## src/rtl/rom_arbiter_if.sv

```systemverilog
// Bus bundle between the fetch/LSU requesters, the ROM read port and rom_arbiter.
// The slave modport is the arbiter's view; the master modport is the requesters/ROM side.
interface rom_arbiter_if;
  logic        flush_i;
  logic        m0_req_i;
  logic [31:0] m0_addr_i;
  logic        m0_gnt_o;
  logic        m0_rvalid_o;
  logic [31:0] m0_rdata_o;
  logic        m1_req_i;
  logic [31:0] m1_addr_i;
  logic        m1_gnt_o;
  logic        m1_rvalid_o;
  logic [31:0] m1_rdata_o;
  logic [31:0] rom_addr_o;
  logic [31:0] rom_data_i;

  modport slave (
    input  flush_i, m0_req_i, m0_addr_i, m1_req_i, m1_addr_i, rom_data_i,
    output m0_gnt_o, m0_rvalid_o, m0_rdata_o,
    output m1_gnt_o, m1_rvalid_o, m1_rdata_o, rom_addr_o
  );

  modport master (
    output flush_i, m0_req_i, m0_addr_i, m1_req_i, m1_addr_i, rom_data_i,
    input  m0_gnt_o, m0_rvalid_o, m0_rdata_o,
    input  m1_gnt_o, m1_rvalid_o, m1_rdata_o, rom_addr_o
  );
endinterface

```

## src/rtl/rom_arbiter.sv

```systemverilog
// Two-master arbiter for the single combinational instruction-ROM read port (M0 fetch, M1 LSU).
// Define ROM_ARB_PERF_EN to add grant/conflict performance counters.
module rom_arbiter #(
  parameter int ARB_MODE   = 0,
  parameter int STARVE_MAX = 4
`ifdef ROM_ARB_PERF_EN
  , parameter int CNT_W    = 32
`endif
) (
  input  logic             clk,
  input  logic             rst,
  rom_arbiter_if.slave     bus
`ifdef ROM_ARB_PERF_EN
  , output logic [CNT_W-1:0] m0_gnt_cnt_o
  , output logic [CNT_W-1:0] m1_gnt_cnt_o
  , output logic [CNT_W-1:0] conflict_cnt_o
`endif
);

  localparam logic [3:0] StarveMax = 4'(STARVE_MAX);

  logic        m0Elig, m1Elig;
  logic        gnt0, gnt1;
  logic [3:0]  starveCnt_q, starveCnt_d;
  logic        rrLast_q, rrLast_d;
  logic        m0Rvalid_q, m1Rvalid_q;
  logic [31:0] m0Rdata_q, m1Rdata_q;

  // A flushed fetch is not eligible, and nothing is granted while in reset.
  always_comb begin
    m0Elig = bus.m0_req_i & ~bus.flush_i & ~rst;
    m1Elig = bus.m1_req_i & ~rst;
    gnt0   = 1'b0;
    gnt1   = 1'b0;
    if (m0Elig && m1Elig) begin
      if (ARB_MODE == 0) begin
        if (starveCnt_q == StarveMax) gnt1 = 1'b1;
        else                          gnt0 = 1'b1;
      end else begin
        if (rrLast_q) gnt0 = 1'b1;
        else          gnt1 = 1'b1;
      end
    end else begin
      gnt0 = m0Elig;
      gnt1 = m1Elig;
    end
  end

  // rrLast_q: 0 = M0 granted last, 1 = M1 granted last.
  always_comb begin
    starveCnt_d = 4'd0;
    if (bus.m1_req_i && !gnt1) begin
      starveCnt_d = (starveCnt_q == StarveMax) ? starveCnt_q : starveCnt_q + 4'd1;
    end
    rrLast_d = rrLast_q;
    if (gnt0)      rrLast_d = 1'b0;
    else if (gnt1) rrLast_d = 1'b1;
  end

  always_ff @(posedge clk or posedge rst) begin
    if (rst) begin
      starveCnt_q <= 4'd0;
      rrLast_q    <= 1'b1;
      m0Rvalid_q  <= 1'b0;
      m1Rvalid_q  <= 1'b0;
      m0Rdata_q   <= 32'd0;
      m1Rdata_q   <= 32'd0;
    end else begin
      starveCnt_q <= starveCnt_d;
      rrLast_q    <= rrLast_d;
      m0Rvalid_q  <= gnt0;
      m1Rvalid_q  <= gnt1;
      if (gnt0) m0Rdata_q <= bus.rom_data_i;
      if (gnt1) m1Rdata_q <= bus.rom_data_i;
    end
  end

  // A flush arriving in the response cycle still kills the fetch response.
  assign bus.m0_gnt_o    = gnt0;
  assign bus.m1_gnt_o    = gnt1;
  assign bus.m0_rvalid_o = m0Rvalid_q & ~bus.flush_i;
  assign bus.m1_rvalid_o = m1Rvalid_q;
  assign bus.m0_rdata_o  = m0Rdata_q;
  assign bus.m1_rdata_o  = m1Rdata_q;
  assign bus.rom_addr_o  = gnt0 ? bus.m0_addr_i : (gnt1 ? bus.m1_addr_i : 32'd0);

`ifdef ROM_ARB_PERF_EN
  logic [CNT_W-1:0] m0GntCnt_q, m1GntCnt_q, conflictCnt_q;

  // Counters wrap naturally; conflicts count raw simultaneous requests.
  always_ff @(posedge clk or posedge rst) begin
    if (rst) begin
      m0GntCnt_q    <= '0;
      m1GntCnt_q    <= '0;
      conflictCnt_q <= '0;
    end else begin
      if (gnt0) m0GntCnt_q <= m0GntCnt_q + 1'b1;
      if (gnt1) m1GntCnt_q <= m1GntCnt_q + 1'b1;
      if (bus.m0_req_i && bus.m1_req_i) conflictCnt_q <= conflictCnt_q + 1'b1;
    end
  end

  assign m0_gnt_cnt_o   = m0GntCnt_q;
  assign m1_gnt_cnt_o   = m1GntCnt_q;
  assign conflict_cnt_o = conflictCnt_q;
`endif

endmodule

```

## src/flat_wrapper.sv

```systemverilog
// flat-port wrapper written by rule: the top's interface ports become plain ports
module rom_arbiter_flat 
#(
  parameter int ARB_MODE   = 0,
  parameter int STARVE_MAX = 4

)
  (clk, rst, bus_flush_i, bus_m0_req_i, bus_m0_addr_i, bus_m1_req_i, bus_m1_addr_i, bus_rom_data_i, bus_m0_gnt_o, bus_m0_rvalid_o, bus_m0_rdata_o, bus_m1_gnt_o, bus_m1_rvalid_o, bus_m1_rdata_o, bus_rom_addr_o);
  rom_arbiter_if bus_i ();
  input  logic clk;
  input  logic rst;
  input wire logic [$bits(bus_i.flush_i)-1:0] bus_flush_i;
  input wire logic [$bits(bus_i.m0_req_i)-1:0] bus_m0_req_i;
  input wire logic [$bits(bus_i.m0_addr_i)-1:0] bus_m0_addr_i;
  input wire logic [$bits(bus_i.m1_req_i)-1:0] bus_m1_req_i;
  input wire logic [$bits(bus_i.m1_addr_i)-1:0] bus_m1_addr_i;
  input wire logic [$bits(bus_i.rom_data_i)-1:0] bus_rom_data_i;
  output wire logic [$bits(bus_i.m0_gnt_o)-1:0] bus_m0_gnt_o;
  output wire logic [$bits(bus_i.m0_rvalid_o)-1:0] bus_m0_rvalid_o;
  output wire logic [$bits(bus_i.m0_rdata_o)-1:0] bus_m0_rdata_o;
  output wire logic [$bits(bus_i.m1_gnt_o)-1:0] bus_m1_gnt_o;
  output wire logic [$bits(bus_i.m1_rvalid_o)-1:0] bus_m1_rvalid_o;
  output wire logic [$bits(bus_i.m1_rdata_o)-1:0] bus_m1_rdata_o;
  output wire logic [$bits(bus_i.rom_addr_o)-1:0] bus_rom_addr_o;
  assign bus_i.flush_i = bus_flush_i;
  assign bus_i.m0_req_i = bus_m0_req_i;
  assign bus_i.m0_addr_i = bus_m0_addr_i;
  assign bus_i.m1_req_i = bus_m1_req_i;
  assign bus_i.m1_addr_i = bus_m1_addr_i;
  assign bus_i.rom_data_i = bus_rom_data_i;
  assign bus_m0_gnt_o = bus_i.m0_gnt_o;
  assign bus_m0_rvalid_o = bus_i.m0_rvalid_o;
  assign bus_m0_rdata_o = bus_i.m0_rdata_o;
  assign bus_m1_gnt_o = bus_i.m1_gnt_o;
  assign bus_m1_rvalid_o = bus_i.m1_rvalid_o;
  assign bus_m1_rdata_o = bus_i.m1_rdata_o;
  assign bus_rom_addr_o = bus_i.rom_addr_o;
  rom_arbiter #(.ARB_MODE(ARB_MODE), .STARVE_MAX(STARVE_MAX)) u_core (.clk(clk), .rst(rst), .bus(bus_i));
endmodule
```

## config.mk

```make
export PLATFORM = sky130hd
export DESIGN_NAME = rom_arbiter_flat
export DESIGN_NICKNAME = d
export VERILOG_FILES = /design/src/rtl/rom_arbiter_if.sv /design/src/rtl/rom_arbiter.sv /design/src/flat_wrapper.sv
export SDC_FILE = /design/constraint.sdc
export NUM_CORES = 1
export LEC_CHECK = 0
export BUFFER_PORTS_ARGS = -buffer_cell sky130_fd_sc_hd__clkbuf_2
export CAP_MARGIN = 20
export CORE_MARGIN = 8
export CORE_UTILIZATION = 39
export DETAILED_ROUTE_END_ITERATION = 10
export PLACE_DENSITY = 0.76
export SETUP_SLACK_MARGIN = 0.2
export SYNTH_ARGS = -nofsm -noshare
export SYNTH_HDL_FRONTEND = slang
export SYNTH_SLANG_ARGS = --single-unit
```

## constraint.sdc

```tcl
create_clock -name clk -period 3.4 [get_ports clk]
set_input_delay 0.51 -clock clk [delete_from_list [all_inputs] [get_ports clk]]
set_output_delay 0.51 -clock clk [all_outputs]
set_load 0.005 [all_outputs]
```

# --- Yosys cells after proc, flatten, opt, wreduce, memory -nomap -nowiden ---
# Index checks and enable logic that the tools add are counted.
classes:
  mux: 8
  n_eq_ne: 2
  mul: 0
  div: 0
  reduce_logical: 3
  add_sub_neg: 1
  n_bitwise: 6
  order_cmp: 0
  shift: 0
op_table:
  columns: ["op", "count"]
  rows:
  - ["2-to-1 mux 32 bit", 2]
  - ["2-to-1 mux 4 bit", 2]
  - ["adder 4 x 1 -> 4 bit (second input constant)", 1]
  - ["AND 1 bit", 4]
  - ["equality test 4 x 3 -> 1 bit (second input constant)", 1]
  - ["2-to-1 mux 1 bit", 4]
  - ["logical AND 1 bit", 2]
  - ["!= test 2 bit (second input constant)", 1]
  - ["inverter 1 bit", 2]
  - ["logical NOT 1 bit", 1]
word_totals:
  in_bits: 101
  output_inout_bits: 100
  rom_bits: 0
  wordCells: 25
  ff_bits: 70
  n_memories: 0
  ram_bits: 0
  latchBits: 0

# --- Depth between registers and ports, before layout ---
depth:
  depth_word: 8
  ltp_mapped: 7
  mapped_depth_nobuf: 5

# --- Worst setup path after synthesis ---
# OpenSTA, ideal clock, no wires.
synth_timing:
  path_kind: "input-to-output"
  from: "input port rst"
  to: "output port bus_rom_addr_o[22]"
  required_time_ns: 2.890
  arrival_time_ns: 3.201
  path_buffers: 1
  cell_stages: 4
  setup_slack_ns: -0.311
  path_cell_list: "inv_2 clkbuf_1 nand2_1 o32ai_1"
synth_between:
  elab_chain_len: 6
  elab_cells_between_ends: 8
  classes_between: "4 x mux; 3 x bitwise; 1 x reduce/logical"
synth_lines:
  columns: ["element", "line", "rtl"]
  rows:
  - ["from (decl)", "flat_wrapper.sv:11", "input logic rst;"]
  - ["inverter 1 bit (*)", "rom_arbiter.sv:31, rom_arbiter.sv:32", null]
  - ["AND 1 bit, on equally long branches", "rom_arbiter.sv:31, rom_arbiter.sv:32", null]
  - ["logical AND 1 bit", "rom_arbiter.sv:35", "if (m0Elig && m1Elig) begin"]
  - ["2-to-1 mux 1 bit", "rom_arbiter.sv:35", null]
  - ["2-to-1 mux 32 bit", "rom_arbiter.sv:85", "assign bus.rom_addr_o = gnt0 ? bus.m0_addr_i : (gnt1 ? bus.m1_addr_i : 32'd0);"]
  - ["2-to-1 mux 32 bit (*)", "rom_arbiter.sv:85", null]
  - ["to (decl)", "flat_wrapper.sv:24", "output wire logic [$bits(bus_i.rom_addr_o)-1:0] bus_rom_addr_o;"]
# Mark *: on every way between the ends. The rest lies on a longest branch, timed or not.

# --- Worst setup path in the final report ---
layout_timing:
  from: "register u_core.starveCnt_q[0]"
  to: "output port bus_rom_addr_o[16]"
layout_between:
  elab_chain_len: 5
  elab_cells_between_ends: 7
  classes_between: "1 x eq/ne; 6 x mux"
layout_lines:
  columns: ["element", "line", "rtl"]
  rows:
  - ["from (decl)", "rom_arbiter.sv:24", "logic [3:0] starveCnt_q, starveCnt_d;"]
  - ["from (signal assigned)", "rom_arbiter.sv:69", "starveCnt_q <= starveCnt_d;"]
  - ["equality test 4 x 3 -> 1 bit (*)", "rom_arbiter.sv:37", "if (starveCnt_q == StarveMax) gnt1 = 1'b1;"]
  - ["2-to-1 mux 1 bit", "rom_arbiter.sv:37", null]
  - ["2-to-1 mux 1 bit", "rom_arbiter.sv:35", null]
  - ["2-to-1 mux 32 bit", "rom_arbiter.sv:85", null]
  - ["2-to-1 mux 32 bit (*)", "rom_arbiter.sv:85", null]
# Marked as above.

==> out/metrics.yaml <==
antenna_left: 0
total_power_mw: 2.160
fin_crit_sh: 0.7804
path_delay_family: "buffers and inverters"
clock_sinks: 70
ys_seq_elements: 70
ys_seq_area_frac: 0.5257
peakVddDrop_uv: 420.0
use_met1: 0.1621
fmax_mhz: 376.9
grt_busiest_layer: "met2"
track_usage: 0.1635
rsz0062_at_grt: "false"
grt_util_met3: 0.07496
start_util: 0.4035
hpwl_mm: 7.769
dieHeight_um: 108.4
grt_pass1_wl_mm: 15.40
r2r_slack_ns: 1.16
worst_slack_ns: 0.7465
relSlewSlack: 0.5637
totalNegativeSetupSlack_ns: 0
slowest_delay_ns: 0.40
required_ns: 2.89
drive_above_1_share: 0.6066
power.clock.fraction: 0.273
vias_per_cell: 4.912
syn_area_sq_mm: 0.003332
grt-ovfl-total: 0
nets: 581
critPathMaxFanout: 32
syn2layout_area_growth_pct: 37.51
synthSimpleGateAreaFrac: 0.06046
synth_top_family_by_area: "multiplexers"
num_antenna_cells: 0
drc: 0
gp_congestion: 0.7788
crit_type: "flip-flop to output pin"
avgSynthCellArea_sq_um: 11.86
synth_compound_area_frac: 0.1059
path_cells: "inv_1 > ha_1 > and3b_1 > o21ai_2 > buf_4 > o32ai_1 > clkbuf_2"
rows: 33
crit_buf_inv: 3
insertion_delay_ns: 0.34
worst_setup_path_end_kind: "output pin"
synth_nets: 384
ys_types: 28
critical-path-slowest-cell: "dfrtp_1"
io_buffers: 200
p_switching_mw: 0.6335
grt_max_degree: 54
leakage_nw: 2.469
drv_slew: 0
instances_no_fill: 588
switching_share: 0.2933
io_pins: 201
numCtsBuffers: 9
powerDensity_mw_per_mm2: 471.4
drt_iter0_drc: 116
postSynthCellCount: 281
dieArea_sq_mm: 0.01176
vias: 2888
dp.cells: 572
setup_violations: 0
hold_violations: 0
p_comb_frac: 0.240
cts_max_path_buffers: 2
cts_tree: "done"
grt_pass1_vias: 3170
intPower_mw: 1.526
status: "finished clean"
dr.pass1.iters: 4
totalWireLength_mm: 9.896
worst_slew_pin_slew_ns: 0.6544
yosys.area_share.adder: 0.007510
cts_root_buf: "clkbuf_8"
maxCapViolCount: 0
wl_per_cell_um: 16.83
fin_crit_ns: 2.654
arrival_ns: 2.14
synthMuxAreaShare: 0.2197
yosys.area_share.xor_xnor: 0.002629
seqPwrFrac: 0.487
setup.worst_path.start_class: "flip-flop"
antenna_found_initial: 0
htreeDepth: 3
yosysWarnings: 0
die_w_um: 108.4
path_clk_slew_ns: 0.08
fillCellCount: 741
worstHoldPathType: "primary input to asynchronous set/reset pin"
final_util: 0.5548
core_sq_mm: 0.008258
gr-usage-met2: 0.2951
dpl_worst_slack_ns: 0.7542
skew_ns: 0.008658
## state kept, by name, indices dropped and copies added (netlist names)
signal	flops
u_core.bus.m0_rdata_o	32
u_core.bus.m1_rdata_o	32
u_core.bus.m1_rvalid_o	1
u_core.m0Rvalid_q	1
u_core.starveCnt_q	4
## cells in the mapped netlist (all sizes together)
master | number | area (sq um)
dfrtp | 70 | 1752
mux2 | 65 | 732.0
inv | 37 | 138.9
nand2 | 33 | 123.9
o32ai | 32 | 280.3
buf | 11 | 83.83
clkbuf | 10 | 37.54
nand3 | 3 | 15.01
nor2 | 3 | 11.26
ha | 2 | 25.02
nor2b | 2 | 12.51
a21oi | 1 | 5.000
a311o | 1 | 10.01
a32o | 1 | 10.01
and3 | 1 | 6.260
and3b | 1 | 8.760
and4 | 1 | 8.760
nand2b | 1 | 6.260
nand4b | 1 | 8.760
o211a | 1 | 10.01
o211ai | 1 | 21.27
o21ai | 1 | 5.000
o221a | 1 | 11.26
xor2 | 1 | 8.760
## placed cells by master, fill, tap and decap left out, types with 2 or more instances in the layout
cell type and n:
clkbuf_2 200, buf_4 7, nor2b_1 2, clkbuf_8 9, clkinv_2 3, mux2_2 64
nor2_1 3, o32ai_1 32, nand3_1 2, nand2_1 32, clkinv_4 2, dfrtp_1 70
ha_1 2, inv_1 36
## timing repair
| action | CTS | global route |
|---|---|---|
| buffers inserted | 0 | 0 |
| setup endpoints to repair | 0 | 3 |
| gates resized for setup | 0 | 1 |
| hold buffers | 0 | 0 |
## final timing paths
kind	start	end	cells after the start
min reg2reg	u_core.bus.m1_rdata_o[22]	u_core.bus.m1_rdata_o[22]	1
max in group asynchronous	rst	u_core.bus.m0_rdata_o[27]	3
min in group clk	bus_rom_data_i[22]	u_core.bus.m1_rdata_o[22]	2
min	rst	u_core.bus.m1_rdata_o[30]	2
max reg2reg	u_core.starveCnt_q[0]	u_core.bus.m1_rdata_o[13]	6
max	u_core.starveCnt_q[0]	bus_rom_addr_o[16]	7
## power groups by stage
| stage | logic, mW | clock network, mW | registers (mW) |
|---|---|---|---|
| 6_report | 0.518 | 0.590 | 1.05 |
| 5_1_grt | 0.573 | 0.641 | 1.07 |
| 4_1_cts | 0.531 | 0.608 | 1.05 |
| 3_5_place_dp | 0.529 | 0 | 1.07 |
| 3_3_place_gp | 0.514 | 0 | 1.05 |
| 2_1_floorplan | 0.231 | 0 | 1.07 |
## cells by family (layout without fill, tap and decap cells)
group,after synthesis,after routing
compound gates,39,39
xor+xnor,1,1
fa+ha+maj,2,2
buf+inv,58,260
flops,70,70
mux,65,65
simple gates,46,46
## per-layer routing
layer	vias up	part of all wire
met3	10	0.11
met4	0	0.011
met2	109	0.52
met5	-	0
li1	1383	-
met1	1386	0.35
## stage by stage
stage	cell area, sq um	hold WS [ns]
final	4582	0.1519
after global routing	4582	0.1483
after CTS	4579	0.1381
after detailed placement	4407	0.4863
after global placement	4407	0.4799
after floorplan	3333	0.4889
## area by class of cell
| cell class | count | area [sq um] | area share |
|---|---|---|---|
| Clock buffer | 9 | 123.9 | 0.02703 |
| Clock inverter | 7 | 48.80 | 0.01065 |
| Inverter | 37 | 141.4 | 0.03086 |
| Multi-Input combinational cell | 153 | 1331 | 0.2906 |
| Sequential cell | 70 | 1752 | 0.3823 |
| Tap cell | 105 | 131.4 | 0.02867 |
| Timing Repair Buffer | 207 | 1054 | 0.2299 |
Power figures use the tool's default switching activity.
